===== config.mk =====
export PLATFORM = sky130hd
export DESIGN_NAME = regfile_write_arbiter_flat
export DESIGN_NICKNAME = d
export VERILOG_FILES = /design/src/rtl/regfile_write_arbiter_if.sv /design/src/rtl/regfile_write_arbiter.sv /design/src/flat_wrapper.sv
export SDC_FILE = /design/constraint.sdc
export NUM_CORES = 1
export LEC_CHECK = 0
export CAP_MARGIN = 5
export CELL_PAD_IN_SITES_DETAIL_PLACEMENT = 0
export CELL_PAD_IN_SITES_GLOBAL_PLACEMENT = 1
export CORE_AREA = 2 2 73 75
export CTS_CLUSTER_DIAMETER = 40
export DETAILED_ROUTE_END_ITERATION = 12
export DIE_AREA = 0 0 75 77
export PLACE_DENSITY_LB_ADDON = 0.1
export SYNTH_ARGS = -nofsm -noshare
export SYNTH_HDL_FRONTEND = slang
export SYNTH_SLANG_ARGS = --single-unit

===== constraint.sdc =====
create_clock -name Clk -period 2.7 [get_ports Clk]
set_input_delay 0.81 -clock Clk [delete_from_list [all_inputs] [get_ports Clk]]
set_output_delay 0.81 -clock Clk [all_outputs]
set_load 0.005 [all_outputs]

===== src/rtl/regfile_write_arbiter_if.sv =====
// Write-port bundle between the writeback/debug requesters, the arbiter and the register file.
// The requesters drive the master side and the arbiter sits on the slave side.
interface regfile_write_arbiter_if #(
    parameter int DATA_W = 16
);
    logic              core_wr_req;
    logic [2:0]        core_dr;
    logic [DATA_W-1:0] core_data;
    logic              core_wr_ack;
    logic              dbg_wr_req;
    logic [2:0]        dbg_dr;
    logic [DATA_W-1:0] dbg_data;
    logic              dbg_wr_ack;
    logic              clear_start;
    logic              clear_busy;
    logic              clear_done;
    logic              LD_REG;
    logic [2:0]        DR_OUT;
    logic [DATA_W-1:0] DATA_OUT;

    modport master (
        output core_wr_req, core_dr, core_data,
        input  core_wr_ack,
        output dbg_wr_req, dbg_dr, dbg_data,
        input  dbg_wr_ack,
        output clear_start,
        input  clear_busy, clear_done,
        input  LD_REG, DR_OUT, DATA_OUT
    );

    modport slave (
        input  core_wr_req, core_dr, core_data,
        output core_wr_ack,
        input  dbg_wr_req, dbg_dr, dbg_data,
        output dbg_wr_ack,
        input  clear_start,
        output clear_busy, clear_done,
        output LD_REG, DR_OUT, DATA_OUT
    );
endinterface


===== src/rtl/regfile_write_arbiter.sv =====
// Round-robin arbiter for the LC-3 register-file write port (core vs. debug),
// plus a clear sequence that writes CLEAR_VALUE to R0..R7. All port outputs are registered.
module regfile_write_arbiter #(
    parameter int                DATA_W      = 16,
    parameter logic [DATA_W-1:0] CLEAR_VALUE = '0
) (
    input  logic                    Clk,
    input  logic                    Reset,
    regfile_write_arbiter_if.slave  bus
);
    typedef enum logic [1:0] {IDLE, CLEAR, DONE} state_t;

    state_t            r_state, w_state_nxt;
    logic [2:0]        r_cnt, w_cnt_nxt;
    logic              r_last, w_last_nxt;

    logic              r_ld, w_ld_nxt;
    logic [2:0]        r_dr, w_dr_nxt;
    logic [DATA_W-1:0] r_data, w_data_nxt;
    logic              r_core_ack, w_core_ack_nxt;
    logic              r_dbg_ack, w_dbg_ack_nxt;
    logic              r_busy, w_busy_nxt;
    logic              r_done, w_done_nxt;

    logic              w_core_elig, w_dbg_elig, w_arb_ok;
    logic              w_grant_core, w_grant_dbg;

    // A requester in its ack cycle is not eligible, so a held req is never granted twice back to back.
    assign w_core_elig  = bus.core_wr_req && !r_core_ack;
    assign w_dbg_elig   = bus.dbg_wr_req  && !r_dbg_ack;
    // DONE may arbitrate: the grant decided at its closing edge lands in the first IDLE cycle.
    assign w_arb_ok     = ((r_state == IDLE) && !bus.clear_start) || (r_state == DONE);
    assign w_grant_core = w_arb_ok && w_core_elig && (!w_dbg_elig || r_last);
    assign w_grant_dbg  = w_arb_ok && w_dbg_elig && !w_grant_core;

    always_ff @(posedge Clk) begin
        if (Reset) begin
            r_state    <= IDLE;
            r_cnt      <= '0;
            r_last     <= 1'b1;
            r_ld       <= 1'b0;
            r_dr       <= '0;
            r_data     <= '0;
            r_core_ack <= 1'b0;
            r_dbg_ack  <= 1'b0;
            r_busy     <= 1'b0;
            r_done     <= 1'b0;
        end else begin
            r_state    <= w_state_nxt;
            r_cnt      <= w_cnt_nxt;
            r_last     <= w_last_nxt;
            r_ld       <= w_ld_nxt;
            r_dr       <= w_dr_nxt;
            r_data     <= w_data_nxt;
            r_core_ack <= w_core_ack_nxt;
            r_dbg_ack  <= w_dbg_ack_nxt;
            r_busy     <= w_busy_nxt;
            r_done     <= w_done_nxt;
        end
    end

    always_comb begin
        w_state_nxt = r_state;
        w_cnt_nxt   = r_cnt;
        case (r_state)
            IDLE: begin
                if (bus.clear_start) begin
                    w_state_nxt = CLEAR;
                    w_cnt_nxt   = '0;
                end
            end
            CLEAR: begin
                w_cnt_nxt = r_cnt + 3'd1;
                if (r_cnt == 3'd7) begin
                    w_state_nxt = DONE;
                end
            end
            DONE:    w_state_nxt = IDLE;
            default: w_state_nxt = IDLE;
        endcase
    end

    // Outputs are computed for the coming cycle, so they follow the next state rather than the current one.
    always_comb begin
        w_ld_nxt       = 1'b0;
        w_dr_nxt       = r_dr;
        w_data_nxt     = r_data;
        w_core_ack_nxt = 1'b0;
        w_dbg_ack_nxt  = 1'b0;
        w_busy_nxt     = 1'b0;
        w_done_nxt     = 1'b0;
        w_last_nxt     = r_last;
        if (w_state_nxt == CLEAR) begin
            w_ld_nxt   = 1'b1;
            w_dr_nxt   = w_cnt_nxt;
            w_data_nxt = CLEAR_VALUE;
            w_busy_nxt = 1'b1;
        end else if (w_state_nxt == DONE) begin
            w_done_nxt = 1'b1;
        end else if (w_grant_core) begin
            w_ld_nxt       = 1'b1;
            w_dr_nxt       = bus.core_dr;
            w_data_nxt     = bus.core_data;
            w_core_ack_nxt = 1'b1;
            w_last_nxt     = 1'b0;
        end else if (w_grant_dbg) begin
            w_ld_nxt      = 1'b1;
            w_dr_nxt      = bus.dbg_dr;
            w_data_nxt    = bus.dbg_data;
            w_dbg_ack_nxt = 1'b1;
            w_last_nxt    = 1'b1;
        end
    end

    assign bus.LD_REG      = r_ld;
    assign bus.DR_OUT      = r_dr;
    assign bus.DATA_OUT    = r_data;
    assign bus.core_wr_ack = r_core_ack;
    assign bus.dbg_wr_ack  = r_dbg_ack;
    assign bus.clear_busy  = r_busy;
    assign bus.clear_done  = r_done;
endmodule


===== src/flat_wrapper.sv =====
// flat-port wrapper written by rule: the top's interface ports become plain ports
module regfile_write_arbiter_flat 
#(
    parameter int                DATA_W      = 16,
    parameter logic [DATA_W-1:0] CLEAR_VALUE = '0
)
  (Clk, Reset, bus_core_wr_req, bus_core_dr, bus_core_data, bus_core_wr_ack, bus_dbg_wr_req, bus_dbg_dr, bus_dbg_data, bus_dbg_wr_ack, bus_clear_start, bus_clear_busy, bus_clear_done, bus_LD_REG, bus_DR_OUT, bus_DATA_OUT);
  regfile_write_arbiter_if #(.DATA_W(DATA_W)) bus_i ();
  input  logic Clk;
  input  logic Reset;
  input wire logic [$bits(bus_i.core_wr_req)-1:0] bus_core_wr_req;
  input wire logic [$bits(bus_i.core_dr)-1:0] bus_core_dr;
  input wire logic [$bits(bus_i.core_data)-1:0] bus_core_data;
  output wire logic [$bits(bus_i.core_wr_ack)-1:0] bus_core_wr_ack;
  input wire logic [$bits(bus_i.dbg_wr_req)-1:0] bus_dbg_wr_req;
  input wire logic [$bits(bus_i.dbg_dr)-1:0] bus_dbg_dr;
  input wire logic [$bits(bus_i.dbg_data)-1:0] bus_dbg_data;
  output wire logic [$bits(bus_i.dbg_wr_ack)-1:0] bus_dbg_wr_ack;
  input wire logic [$bits(bus_i.clear_start)-1:0] bus_clear_start;
  output wire logic [$bits(bus_i.clear_busy)-1:0] bus_clear_busy;
  output wire logic [$bits(bus_i.clear_done)-1:0] bus_clear_done;
  output wire logic [$bits(bus_i.LD_REG)-1:0] bus_LD_REG;
  output wire logic [$bits(bus_i.DR_OUT)-1:0] bus_DR_OUT;
  output wire logic [$bits(bus_i.DATA_OUT)-1:0] bus_DATA_OUT;
  assign bus_i.core_wr_req = bus_core_wr_req;
  assign bus_i.core_dr = bus_core_dr;
  assign bus_i.core_data = bus_core_data;
  assign bus_core_wr_ack = bus_i.core_wr_ack;
  assign bus_i.dbg_wr_req = bus_dbg_wr_req;
  assign bus_i.dbg_dr = bus_dbg_dr;
  assign bus_i.dbg_data = bus_dbg_data;
  assign bus_dbg_wr_ack = bus_i.dbg_wr_ack;
  assign bus_i.clear_start = bus_clear_start;
  assign bus_clear_busy = bus_i.clear_busy;
  assign bus_clear_done = bus_i.clear_done;
  assign bus_LD_REG = bus_i.LD_REG;
  assign bus_DR_OUT = bus_i.DR_OUT;
  assign bus_DATA_OUT = bus_i.DATA_OUT;
  regfile_write_arbiter #(.DATA_W(DATA_W), .CLEAR_VALUE(CLEAR_VALUE)) u_core (.Clk(Clk), .Reset(Reset), .bus(bus_i));
endmodule

==> impl_metrics.toml <==
[critical_path]
crit_required_ns = 2.90
end_kind = "register"
worstSetupPathType = "in2reg"
cp.arrival_ns = 2.73
r2r_cells = 9
cp_max_fo = 33
start_kind = "input port"

[layout]
fin_nets = 269
drive_gt1_frac = 0.131
antenna_cells = 0
fillers = 464
syn_to_final_growth_pct = 68.0
instances_no_fill = 291
utilization = 0.469
fin_area_mm2 = 0.00233

[placed_design]
gp_congestion = 0.692
io_buffers = 66
place_inst = 285
hpwl_um = 2870
placed_area_mm2 = 0.00225

[synthesis]
synth_flop_cell = "dfxtp_1"
ys_warn_count = 0
synth_seq_area_share = 0.432
avgSynthCellArea_um2 = 9.93
ys_seq_elements = 30
async_reset_ff_frac = 0
syn_nets = 187
synth_edf_count = 0
synthCells = 140
ys_types = 35
mappedNetlistArea_mm2 = 0.00139

[timing]
final-hold-violation-count = 0
skew_ns = 0.00786
slew_viol_final = 0
fmax_ghz = 0.395
period_needed_ns = 2.53
setup_viol = 0
rsz0062_at_grt = "false"
slew_headroom = 0.735
worst_pin_slew_ns = 0.396
period_share = 0.937

[clock_network]
root_buffer = "clkbuf_8"
cts_setup_buffers = 0
cts_buffers = 5
insertion_delay_ns = 0.28
ctsResizeCount = 0
cts_tree = "done"
clkSinkCount = 30
htreeDepth = 2
hold_buffers = 0
path_clk_slew_ns = 0.07
clockBufferDepth = 2

[die]
start_util = 0.279
ios = 67
placementRows = 26
dieArea_mm2 = 0.00578
die_h_um = 77
core_mm2 = 0.00498
die_w_um = 75

[power]
cellLeakagePower_nw = 0.889
power_density_mw_per_mm2 = 438
p_total_mw = 1.02
ir_drop_v = 0.000204

[routing]
drc_errors = 0
first_pass_iters = 4
antenna_left = 0
wirelength_um = 3750
drt-vias-per-instance = 4.56
wl_per_cell_um = 12.9
vias = 1327
drtIter0Drc = 53

[grt]
antenna_found_initial = 0
grt_usage = 0.139
grt_pass1_vias = 1360
grt_start_max_net_pins = 34
gr-total-overflow = 0
grt_pass1_wl_um = 6180

[run_status]
status = "completed"

[flow_run]
cap_violations = 0

[min_path]
hold_path.class = "reg2reg"
hold_depth = 2
-- layer usage --
metal,vias to the layer above,track usage,wire [um],share of wire
met5,-,0,0,0
met3,2,0.0486,217,0.058
met4,0,0.0589,27,0.0072
met1,609,0.171,1610,0.43
met2,40,0.215,1890,0.50
li1,676,-,-,-
-- state kept, by name (all words and copies together) (netlist names) --
| signal | count |
|---|---|
| u_core.bus.clear_busy | 1 |
| u_core.r_last | 1 |
| u_core.bus.DATA_OUT | 16 |
| u_core.bus.LD_REG | 1 |
| u_core.bus.clear_done | 1 |
| u_core.bus.DR_OUT | 3 |
| u_core.r_cnt | 3 |
| u_core.r_state | 2 |
| u_core.bus.dbg_wr_ack | 1 |
| u_core.bus.core_wr_ack | 1 |
-- synthesized netlist by cell type, types with 3 or more instances --
| master | n | area [um2] |
|---|---|---|
| nor2_1 | 10 | 37.5 |
| dfxtp_1 | 30 | 601 |
| a21oi_1 | 16 | 80.1 |
| nand4b_1 | 3 | 26.3 |
| buf_2 | 4 | 20.0 |
| inv_1 | 3 | 11.3 |
| o21ai_1 | 13 | 65.1 |
| ha_1 | 4 | 50.1 |
| mux2i_1 | 19 | 190 |
| clkbuf_1 | 4 | 15.0 |
| o21ai_0 | 3 | 15.0 |
-- worst paths after layout --
kind	start	end	slack [ns]
worst max-delay path	bus_clear_start	u_core.bus.DATA_OUT[5]$_SDFFE_PP0P_	0.17
worst min-delay path	u_core.r_last$_SDFFE_PP1P_	u_core.r_last$_SDFFE_PP1P_	0.49
worst max register to register	u_core.r_cnt[0]$_SDFF_PP0_	u_core.bus.DATA_OUT[5]$_SDFFE_PP0P_	0.55
worst min register to register	u_core.r_last$_SDFFE_PP1P_	u_core.r_last$_SDFFE_PP1P_	0.49
-- where the power goes --
part / total [mW] / internal (mW) / switching [mW] / leakage [nW]
Clock: 0.353 / 0.196 / 0.157 / 0.0431
Combinational: 0.201 / 0.127 / 0.0746 / 0.601
Sequential: 0.469 / 0.458 / 0.0107 / 0.244
-- cells by family after synthesis --
group | after synthesis | share of synthesized area
compound gates | 43 | 0.198
fa+ha+maj | 4 | 0.0360
buf+inv | 11 | 0.0333
flops | 30 | 0.432
mux | 19 | 0.137
simple gates | 33 | 0.164
-- critical path, stage by stage --
cell             delay, ns
clkdlybuf4s50_1       0.48
o21bai_1              0.08
a21o_1                0.19
ha_1                  0.24
buf_4                 0.16
a2111oi_4             0.32
buf_12                0.23
o21ai_0               0.10
a21oi_1               0.12
-- cells in the final DEF (no fill, tap or decap), drive strengths merged, types with 2 or more instances in the layout --
master         instances
clkdlybuf4s50         66
dfxtp                 30
mux2i                 19
buf                   17
a21oi                 16
o21ai                 16
nor2                  10
clkbuf                 6
ha                     4
inv                    3
nand4b                 3
nand2b                 3
a22oi                  2
nor3b                  2
or4b                   2
o211ai                 2
nor3                   2
nand3b                 2
nor2b                  2
-- layout make-up --
cell class	instances	area [um2]	share of cell area
timing repair buffer	83	801	0.343
multi-input combinational	99	752	0.322
sequential	30	601	0.257
tap	70	87.6	0.0375
clock buffer	6	82.6	0.0354
inverter	3	11.3	0.00482
-- per-stage QoR --
step	hold slack, ns	setup slack (ns)	TNS (ns)
after CTS	0.496	0.160	0
after global placement	0.480	-0.0526	-0.607
after global routing	0.513	0.0292	0
after detailed placement	0.481	-0.121	-1.87
final	0.494	0.170	0
after floorplan	0.454	0.313	0
No activity file was read; power rests on OpenSTA's default activity.
